`src/rtl/button_conditioner.sv`:
```
// Synchronises and debounces active-low push buttons, producing clean levels and press/release pulses.
// Optional long-press setup-mode toggle on button 3, enabled by defining BTN_LONGPRESS_EN.
module button_conditioner #(
    parameter int NUM_BTN         = 4,
    parameter int DEBOUNCE_CYCLES = 500000,
    parameter int DB_CNT_W        = 20,
    parameter int LONG_CYCLES     = 100000000,
    parameter int LONG_CNT_W      = 27
) (
    input  logic               clk,
    input  logic               rst_n,
    input  logic [NUM_BTN-1:0] btn_raw,
    output logic [NUM_BTN-1:0] btn_db,
    output logic [NUM_BTN-1:0] press_pulse,
    output logic [NUM_BTN-1:0] release_pulse,
    output logic               setup_mode
);

    localparam int                  LONG_BTN = 3;
    localparam logic [DB_CNT_W-1:0] DB_LAST  = DB_CNT_W'(DEBOUNCE_CYCLES - 1);

    logic [NUM_BTN-1:0]  r_sync1;
    logic [NUM_BTN-1:0]  r_sync2;
    logic [NUM_BTN-1:0]  r_db;
    logic [NUM_BTN-1:0]  r_press;
    logic [NUM_BTN-1:0]  r_release;
    logic [DB_CNT_W-1:0] r_cnt     [NUM_BTN];
    logic [DB_CNT_W-1:0] w_cnt_nxt [NUM_BTN];
    logic [NUM_BTN-1:0]  w_db_nxt;

    // Idle level of the active-low pins is 1, so the synchroniser resets high.
    always_ff @(posedge clk or negedge rst_n) begin
        if (!rst_n) begin
            r_sync1 <= '1;
            r_sync2 <= '1;
        end else begin
            r_sync1 <= btn_raw;
            r_sync2 <= r_sync1;
        end
    end

    always_comb begin
        w_db_nxt = r_db;
        for (int i = 0; i < NUM_BTN; i++) begin
            w_cnt_nxt[i] = '0;
            if (r_sync2[i] != r_db[i]) begin
                if (r_cnt[i] == DB_LAST) begin
                    w_db_nxt[i] = r_sync2[i];
                end else begin
                    w_cnt_nxt[i] = r_cnt[i] + DB_CNT_W'(1);
                end
            end
        end
    end

    // Pulses are registered alongside btn_db so they line up with the new level.
    always_ff @(posedge clk or negedge rst_n) begin
        if (!rst_n) begin
            r_db      <= '1;
            r_press   <= '0;
            r_release <= '0;
            for (int i = 0; i < NUM_BTN; i++) begin
                r_cnt[i] <= '0;
            end
        end else begin
            r_db      <= w_db_nxt;
            r_press   <= r_db & ~w_db_nxt;
            r_release <= ~r_db & w_db_nxt;
            for (int i = 0; i < NUM_BTN; i++) begin
                r_cnt[i] <= w_cnt_nxt[i];
            end
        end
    end

    assign btn_db        = r_db;
    assign press_pulse   = r_press;
    assign release_pulse = r_release;

`ifdef BTN_LONGPRESS_EN
    localparam logic [LONG_CNT_W-1:0] LONG_LAST = LONG_CNT_W'(LONG_CYCLES - 1);

    logic [LONG_CNT_W-1:0] r_lcnt;
    logic                  r_fired;
    logic                  r_setup;

    // One toggle per hold: r_fired blocks further counting until the button is released.
    always_ff @(posedge clk or negedge rst_n) begin
        if (!rst_n) begin
            r_lcnt  <= '0;
            r_fired <= 1'b0;
            r_setup <= 1'b0;
        end else if (r_db[LONG_BTN]) begin
            r_lcnt  <= '0;
            r_fired <= 1'b0;
        end else if (!r_fired) begin
            if (r_lcnt == LONG_LAST) begin
                r_setup <= ~r_setup;
                r_fired <= 1'b1;
                r_lcnt  <= '0;
            end else begin
                r_lcnt <= r_lcnt + LONG_CNT_W'(1);
            end
        end
    end

    assign setup_mode = r_setup;
`else
    logic [LONG_CNT_W-1:0] w_unused_long;

    assign w_unused_long = LONG_CNT_W'(LONG_CYCLES - 1);
    assign setup_mode    = 1'b0;
`endif

endmodule

```
`config.mk`:
```
export PLATFORM = sky130hd
export DESIGN_NAME = button_conditioner
export DESIGN_NICKNAME = d
export VERILOG_FILES = /design/src/rtl/button_conditioner.sv
export SDC_FILE = /design/constraint.sdc
export NUM_CORES = 1
export LEC_CHECK = 0
export ABC_AREA = 1
export ABC_CLOCK_PERIOD_IN_PS = 3410
export CAP_MARGIN = 20
export CORE_ASPECT_RATIO = 1.75
export CORE_MARGIN = 2
export CORE_UTILIZATION = 60
export DETAILED_ROUTE_END_ITERATION = 10
export PLACE_DENSITY = 0.89
export SKIP_LAST_GASP = 1
export SLEW_MARGIN = 20
export SYNTH_ARGS = -nofsm -noshare
export SYNTH_HDL_FRONTEND = slang
export SYNTH_SLANG_ARGS = --single-unit
```
`constraint.sdc`:
```
create_clock -name clk -period 3.41 [get_ports clk]
set_input_delay 0.8525 -clock clk [delete_from_list [all_inputs] [get_ports clk]]
set_output_delay 0.8525 -clock clk [all_outputs]
set_load 0.01 [all_outputs]
```
==> results of run 1 <==
## power breakdown
group	total (W)	internal, W	switching (W)
clock	0.00107	0.000610	0.000455
sequential	0.00122	0.00121	0.0000120
combinational	0.0000781	0.0000218	0.0000563
total	0.00236	0.00184	0.000523
## routing by layer
layer	vias to the layer above	track usage	routed length, microns
met4	2	0.175	633
met2	107	0.441	5960
met1	2086	0.291	4520
li1	2172	-	-
met3	48	0.0409	357
met5	-	0	13
## worst paths after layout
| path | start | end | slack, ps |
|---|---|---|---|
| max | btn_db[3]$_DFF_PN1_ | btn_db[3] | 1100 |
| min | r_sync1[3]$_DFF_PN1_ | r_sync2[3]$_DFF_PN1_ | 350 |
| max reg2reg | btn_db[2]$_DFF_PN1_ | r_cnt[23]$_DFF_PN0_ | 1480 |
| min reg2reg | r_sync1[3]$_DFF_PN1_ | r_sync2[3]$_DFF_PN1_ | 350 |
| max in group asynchronous | rst_n | r_sync1[3]$_DFF_PN1_ | 2130 |
| min in group asynchronous | rst_n | r_cnt[39]$_DFF_PN0_ | 520 |
## through the flow
step	power, W	instance area (sq um)
final	0.00236	5930
after detailed placement	0.00132	5620
after global routing	0.00243	5930
after CTS	0.00237	5930
after global placement	0.00132	5620
after floorplan	0.00127	5290
## Yosys cell counts (all sizes together)
cell and n:
nor2 189, nand2 144, dfrtp 88, inv 87, nand3 62, xor2 28, nor3 17, o21ai 14
dfstp 12, nand4 9, a21oi 7, xnor2 7, nor3b 6, ha 4, clkbuf 2, o21bai 2
and2 1, buf 1, conb 1, o22ai 1
## cells by family after synthesis
kind of cell / Yosys count
flops: 100
simple gates: 428
compound gates: 24
buf+inv: 90
fa+ha+maj: 4
other cells: 1
xor+xnor: 35
## flip-flops by register name, indices dropped and copies added, names as in the netlist
signal	cells
btn_db	4
press_pulse	4
r_cnt	80
r_sync1	4
r_sync2	4
release_pulse	4
## final cells by class
| type | instances | area (sq um) |
|---|---|---|
| Fill cell | 676 | 2680 |
| Timing Repair Buffer | 19 | 195 |
| Clock buffer | 11 | 253 |
| Multi-Input combinational cell | 492 | 2430 |
| Inverter | 87 | 327 |
| Sequential cell | 100 | 2520 |
| Clock inverter | 5 | 58.8 |
| Tap cell | 117 | 146 |
==> results_tabular.tex, run 1 <==
\begin{tabular}{lr}
\hline
Metric & Value \\
\hline
\multicolumn{2}{l}{\textbf{Status}} \\
Result of the run & finished clean \\
\multicolumn{2}{l}{\textbf{Run}} \\
\# Max-Cap Violations & 0 \\
\multicolumn{2}{l}{\textbf{Final layout}} \\
Antenna diode instance count & 0 \\
Top library cells by usage in the layout, fill and taps aside & sky130\_fd\_sc\_hd\_\_nor2\_1, sky130\_fd\_sc\_hd\_\_nand2\_1, sky130\_fd\_sc\_hd\_\_dfrtp\_1 \\
Utilization of the core after routing & 0.689 \\
Layout overhead on the synthesized area & 12.1\% \\
Post-route insts no fill & 831 \\
Share of final-layout standard cells stronger than drive strength 1 & 0.115 \\
Nets & 719 \\
Most common cell after layout, fill and taps aside & sky130\_fd\_sc\_hd\_\_nor2\_1 \\
\multicolumn{2}{l}{\textbf{Timing}} \\
Fin. max-slew vios & 0 \\
Shortest clock period the worst path allows after layout & 2310 ps \\
Share of the clock period used by the worst path after layout & 0.677 \\
Unrepaired setup endpoints after global routing & no \\
Highest clock rate & 0.433 GHz \\
Hold slack final & 352 ps \\
Number of setup violations in the final report & 0 \\
Post-layout worst setup margin & 1100 ps \\
Final clock skew & 9.51 ps \\
Max transition margin & 0.450 \\
Number of endpoints with negative hold slack in the final report & 0 \\
Actual transition at the worst max-transition pin & 823 ps \\
Final total negative setup slack & 0 ps \\
\multicolumn{2}{l}{\textbf{Clock network}} \\
Post-CTS Repair Setup Buffers & 0 \\
Clock-pin slew reported for the worst setup and hold paths after clock tree synthesis & 60 ps \\
\# hold bufs at CTS & 0 \\
CTS root buffer & sky130\_fd\_sc\_hd\_\_clkbuf\_16 \\
Gates resized, CTS repair & 0 \\
Inserted Clock Buffers & 9 \\
Maximum clock path buffer count & 2 \\
Insertion delay to the later sink of the worst-skew pair & 360 ps \\
Number of H-tree levels & 3 \\
Total clock sinks & 100 \\
TritonCTS clock tree & built \\
\multicolumn{2}{l}{\textbf{Drt}} \\
Initial drt markers & 232 \\
Count of TritonRoute iterations in the first routing pass & 4 \\
DR WL/cell & 13.8 microns \\
Routed Antenna Nets & 0 \\
Vias after detailed routing & 4415 \\
Routed wire length & 11500 microns \\
Number of vias per cell after detailed routing & 5.31 \\
Post-detailed-route DRC marker count & 0 \\
\multicolumn{2}{l}{\textbf{Worst setup path}} \\
Cell type group with the largest total delay on the critical path & flip-flops \\
FF-to-FF path depth & 5 \\
Kind of critical path & reg -> out \\
Data arrival at the endpoint of the critical path & 1450 ps \\
Slowest-stage cell, CP & sky130\_fd\_sc\_hd\_\_dfstp\_2 \\
Kind of end point of the critical path & output pin \\
Delay of the slowest cell on the worst path & 560 ps \\
Max Fanout on Critical Path & 5 \\
Worst Path Buf+Inv & 1 \\
Type of origin of the critical path & flop \\
Worst-path cell chain & clkdlybuf4s50\_1 \\
Logic depth of the worst setup path including buffers & 1 \\
Data required time of the worst path & 2560 ps \\
\multicolumn{2}{l}{\textbf{Global route}} \\
Aggregate global-route resource usage & 0.261 \\
Global-route wire length before repair & 19200 microns \\
Pin count of the biggest net entering global routing & 52 \\
Number of antenna violations at the first check in global routing & 1 \\
Total congestion overflow after global routing & 0 \\
Vias in the first global route & 4423 \\
\multicolumn{2}{l}{\textbf{Floorplanning}} \\
Full die area & 9620 sq um \\
Die outline height & 128 microns \\
Core Box Area & 8610 sq um \\
Number of top-level pins & 19 \\
Number of rows created at floorplan & 45 \\
Initial Utilization & 0.615 \\
Overall die width & 75.0 microns \\
\multicolumn{2}{l}{\textbf{Hold path}} \\
Worst hold stages & 0 \\
Worst hold-check path type & reg -> reg \\
\multicolumn{2}{l}{\textbf{Synthesis}} \\
Portion of the post-synthesis area used by sequential elements & 0.476 \\
Dominant combinational cell family by area after synthesis & simple AND/OR/NAND/NOR gates \\
Gate count after technology mapping & 682 \\
Cell area after technology mapping & 5290 sq um \\
Unique cell type count in the Yosys netlist & 29 \\
Proportion of netlist area held by the largest area contributor & 0.416 \\
Avg Inst Size Synth & 7.76 sq um \\
Synth Area in Compound Gates & 0.0246 \\
Synth top area cells & sky130\_fd\_sc\_hd\_\_dfrtp\_1, sky130\_fd\_sc\_hd\_\_nor2\_1, sky130\_fd\_sc\_hd\_\_nand2\_1 \\
Post-Synthesis Net Count & 692 \\
Xor and xnor fraction of the mapped netlist area & 0.0579 \\
Cell type contributing the most total cell area after synthesis & sky130\_fd\_sc\_hd\_\_dfrtp\_1 \\
Adder and majority cell fraction of the synthesized area & 0.00945 \\
Fraction of the mapped netlist area in simple logic gates & 0.367 \\
Synthesis Warnings & 0 \\
Count of state elements after synthesis & 100 \\
Share of cell area taken by muxes after synthesis & 0 \\
\multicolumn{2}{l}{\textbf{Place}} \\
Number of port buffers & 17 \\
Worst slack at placement & 1470 ps \\
GP Congestion & 0.944 \\
Total placed cells including tap cells & 815 \\
Final HPWL from detailed placement & 8300 microns \\
\multicolumn{2}{l}{\textbf{Power and ir drop}} \\
Leakage power summed over all cells & 2.58 nW \\
Worst IR Drop VDD & 0.331 mV \\
Power density over the cells & 398 nW/um\^{}2 \\
\hline
\end{tabular}
Note: power is estimated with default switching activity, not from simulation.
==> run 2: changes to the inputs <==
--- a/config.mk
+++ b/config.mk
@@ -6,7 +6,7 @@
 export NUM_CORES = 1
 export LEC_CHECK = 0
 export ABC_AREA = 1
-export ABC_CLOCK_PERIOD_IN_PS = 3410
+export ABC_CLOCK_PERIOD_IN_PS = 2400
 export CAP_MARGIN = 20
 export CORE_ASPECT_RATIO = 1.75
 export CORE_MARGIN = 2
==> constraint.sdc (replaced) <==
create_clock -name clk -period 2.4 [get_ports clk]
set_input_delay 0.6 -clock clk [delete_from_list [all_inputs] [get_ports clk]]
set_output_delay 0.6 -clock clk [all_outputs]
set_load 0.01 [all_outputs]
==> run 2 against run 1 <==
Cell count is 0.24% higher. Global-route usage rose by 1.3 points. Flip-flop and latch count did not move. First-iteration DRC count increased by 84%. Die area did not move. Sequential power up 42%. Core utilization is 0.20 points higher. Largest cell class unchanged. Largest power group unchanged. Highest routed layer is now met4.
==> results_tabular.tex, run 2 (synthesized netlist as in run 1, its figures left out) <==
\begin{tabular}{lr}
\hline
Metric & Value \\
\hline
\multicolumn{2}{l}{\textbf{Status}} \\
Result of the run & finished clean (unchanged) \\
\multicolumn{2}{l}{\textbf{Drt}} \\
Initial drt markers & 428 (was 232) \\
Routed Antenna Nets & 0 (unchanged) \\
Number of vias per cell after detailed routing & 5.37 (was 5.31) \\
Vias after detailed routing & 4477 (was 4415) \\
Post-detailed-route DRC marker count & 0 (unchanged) \\
Count of TritonRoute iterations in the first routing pass & 5 (was 4) \\
DR WL/cell & 14.2 microns (was 13.8 microns) \\
Routed wire length & 11800 microns (was 11500 microns) \\
\multicolumn{2}{l}{\textbf{Floorplanning}} \\
Die outline height & 128 microns (unchanged) \\
Number of rows created at floorplan & 45 (unchanged) \\
Full die area & 9620 sq um (unchanged) \\
Overall die width & 75.0 microns (unchanged) \\
Core Box Area & 8610 sq um (unchanged) \\
Number of top-level pins & 19 (unchanged) \\
Initial Utilization & 0.615 (unchanged) \\
\multicolumn{2}{l}{\textbf{Clock network}} \\
Inserted Clock Buffers & 9 (unchanged) \\
Maximum clock path buffer count & 2 (unchanged) \\
CTS root buffer & sky130\_fd\_sc\_hd\_\_clkbuf\_16 (unchanged) \\
Gates resized, CTS repair & 0 (unchanged) \\
Insertion delay to the later sink of the worst-skew pair & 350 ps (was 360 ps) \\
TritonCTS clock tree & built (unchanged) \\
Number of H-tree levels & 3 (unchanged) \\
Post-CTS Repair Setup Buffers & 0 (unchanged) \\
Clock-pin slew reported for the worst setup and hold paths after clock tree synthesis & 70 ps (was 60 ps) \\
Total clock sinks & 100 (unchanged) \\
\# hold bufs at CTS & 0 (unchanged) \\
\multicolumn{2}{l}{\textbf{Timing}} \\
Final total negative setup slack & 0 ps (unchanged) \\
Hold slack final & 287 ps (was 352 ps) \\
Final clock skew & 6.99 ps (was 9.51 ps) \\
Number of endpoints with negative hold slack in the final report & 0 (unchanged) \\
Unrepaired setup endpoints after global routing & no (unchanged) \\
Share of the clock period used by the worst path after layout & 0.861 \\
Actual transition at the worst max-transition pin & 775 ps (was 823 ps) \\
Number of setup violations in the final report & 0 (unchanged) \\
Fin. max-slew vios & 0 (unchanged) \\
Shortest clock period the worst path allows after layout & 2070 ps \\
Highest clock rate & 0.484 GHz \\
Max transition margin & 0.482 (was 0.450) \\
\multicolumn{2}{l}{\textbf{Final layout}} \\
Nets & 721 (was 719) \\
Cell area after layout & 5950 sq um (was 5930 sq um) \\
Antenna diode instance count & 0 (unchanged) \\
Seq. cell area & 2520 sq um (unchanged) \\
Top register by number of flip-flops & r\_cnt (unchanged) \\
Max FFs per register & 80 (unchanged) \\
Most common cell after layout, fill and taps aside & sky130\_fd\_sc\_hd\_\_nor2\_1 (unchanged) \\
Filler Cells Inserted & 676 (unchanged) \\
Area of combinational cells with multiple inputs & 2430 sq um (unchanged) \\
Share of final-layout standard cells stronger than drive strength 1 & 0.117 (was 0.115) \\
Layout overhead on the synthesized area & 12.4\% (was 12.1\%) \\
Top library cells by usage in the layout, fill and taps aside & sky130\_fd\_sc\_hd\_\_nor2\_1, sky130\_fd\_sc\_hd\_\_nand2\_1, sky130\_fd\_sc\_hd\_\_dfrtp\_1 (unchanged) \\
\multicolumn{2}{l}{\textbf{Worst setup path}} \\
Data arrival at the endpoint of the critical path & 1470 ps (was 1450 ps) \\
FF-to-FF path depth & 5 (unchanged) \\
R2R Setup Slk & 500 ps (was 1480 ps) \\
Worst-path cell chain & clkdlybuf4s50\_1 (unchanged) \\
Slowest-stage cell, CP & sky130\_fd\_sc\_hd\_\_dfstp\_2 (unchanged) \\
Type of origin of the critical path & flop (unchanged) \\
Cell type group with the largest total delay on the critical path & flip-flops (unchanged) \\
Crit Reg-Reg Endpoint & r\_cnt[23]\$\_DFF\_PN0\_ (unchanged) \\
Launching point of the worst reg2reg path & btn\_db[2]\$\_DFF\_PN1\_ (unchanged) \\
Data required time of the worst path & 1800 ps (was 2560 ps) \\
Worst Path Buf+Inv & 1 (unchanged) \\
Kind of critical path & reg -> out (unchanged) \\
Max Fanout on Critical Path & 4 (was 5) \\
Delay of the slowest cell on the worst path & 570 ps (was 560 ps) \\
Kind of end point of the critical path & output pin (unchanged) \\
\multicolumn{2}{l}{\textbf{Place}} \\
Final HPWL from detailed placement & 8370 microns (was 8300 microns) \\
Post-place instance area & 5650 sq um (was 5620 sq um) \\
GP Congestion & 0.919 (was 0.944) \\
Number of port buffers & 17 (unchanged) \\
\multicolumn{2}{l}{\textbf{Power and ir drop}} \\
Worst IR Drop VDD & 0.528 mV (was 0.331 mV) \\
Leakage power summed over all cells & 2.60 nW (was 2.58 nW) \\
Power density over the cells & 558 nW/um\^{}2 (was 398 nW/um\^{}2) \\
\multicolumn{2}{l}{\textbf{Global route}} \\
Vias in the first global route & 4568 (was 4423) \\
Total congestion overflow after global routing & 0 (unchanged) \\
Pin count of the biggest net entering global routing & 50 (was 52) \\
Met1 usage & 0.305 (was 0.291) \\
Aggregate global-route resource usage & 0.274 (was 0.261) \\
Global-route wire length before repair & 20100 microns (was 19200 microns) \\
GRT Max-Usage Layer & met2 (unchanged) \\
Met2 usage in global routing & 0.488 (was 0.441) \\
Met3 usage & 0.0480 (was 0.0409) \\
Number of antenna violations at the first check in global routing & 0 (was 1) \\
\multicolumn{2}{l}{\textbf{Hold path}} \\
Worst hold-check path type & in -> async (was reg -> reg) \\
\multicolumn{2}{l}{\textbf{Run}} \\
\# Max-Cap Violations & 0 (unchanged) \\
\hline
\end{tabular}
==> run 2: cell types whose count changed in the layout (fill, tap and decap cells not counted), sizes merged <==
| cell | delta |
|---|---|
| clkbuf | -1 |
| buf | +2 |
| clkinvlp | -2 |
| clkinv | +3 |
==> run 2: report_power, final <==
| group | total [W] | leakage [nW] | switching, W | internal [W] |
|---|---|---|---|---|
| logic | 0.000119 | 1.10 | 0.0000832 | 0.0000354 |
| clock network | 0.00147 | 0.153 | 0.000634 | 0.000836 |
| registers | 0.00173 | 1.35 | 0.0000179 | 0.00171 |
==> run 2: area by class of cell <==
cell class	count	area share
clock buffers	10	0.0402
clock inverters	6	0.0105
inverters	87	0.0549
multi-input cells	492	0.409
flip-flops and latches	100	0.423
repair buffers	21	0.0374
well taps	117	0.0246
==> run 2: per-stage QoR <==
step                setup WS, ps   util  instances  total power [W]
floorplan                   1070      -        682          0.00181
global placement             595  0.656        817          0.00187
detailed placement           524  0.656        817          0.00188
CTS                          325  0.691        833          0.00334
global route                 290  0.691        833          0.00343
finish                       333  0.691        833          0.00332
==> run 2: how the worst max path moves through the flow <==
stage / start / endpoint / depth (start not counted)
floorplan: btn_db[1]$_DFF_PN1_ / r_cnt[58]$_DFF_PN0_ / 5
CTS: btn_db[0]$_DFF_PN1_ / btn_db[0] / 1
global route: btn_db[1]$_DFF_PN1_ / btn_db[1] / 1
global placement: btn_db[2]$_DFF_PN1_ / r_cnt[25]$_DFF_PN0_ / 5
finish: btn_db[0]$_DFF_PN1_ / btn_db[0] / 1
detailed placement: btn_db[2]$_DFF_PN1_ / r_cnt[23]$_DFF_PN0_ / 5
==> run 2: per-layer routing <==
layer / part of all wire / wire length, microns
met4: 0.028 / 334
met3: 0.033 / 390
met5: 0 / 0
met2: 0.55 / 6530
met1: 0.39 / 4550
==> run 3: changes to the inputs <==
--- a/config.mk
+++ b/config.mk
@@ -13,7 +13,6 @@
 export CORE_UTILIZATION = 60
 export DETAILED_ROUTE_END_ITERATION = 10
 export PLACE_DENSITY = 0.89
-export SKIP_LAST_GASP = 1
 export SLEW_MARGIN = 20
 export SYNTH_ARGS = -nofsm -noshare
 export SYNTH_HDL_FRONTEND = slang
==> results of run 3 <==
The final DEF is identical to that of run 2; final timing and power are the same.
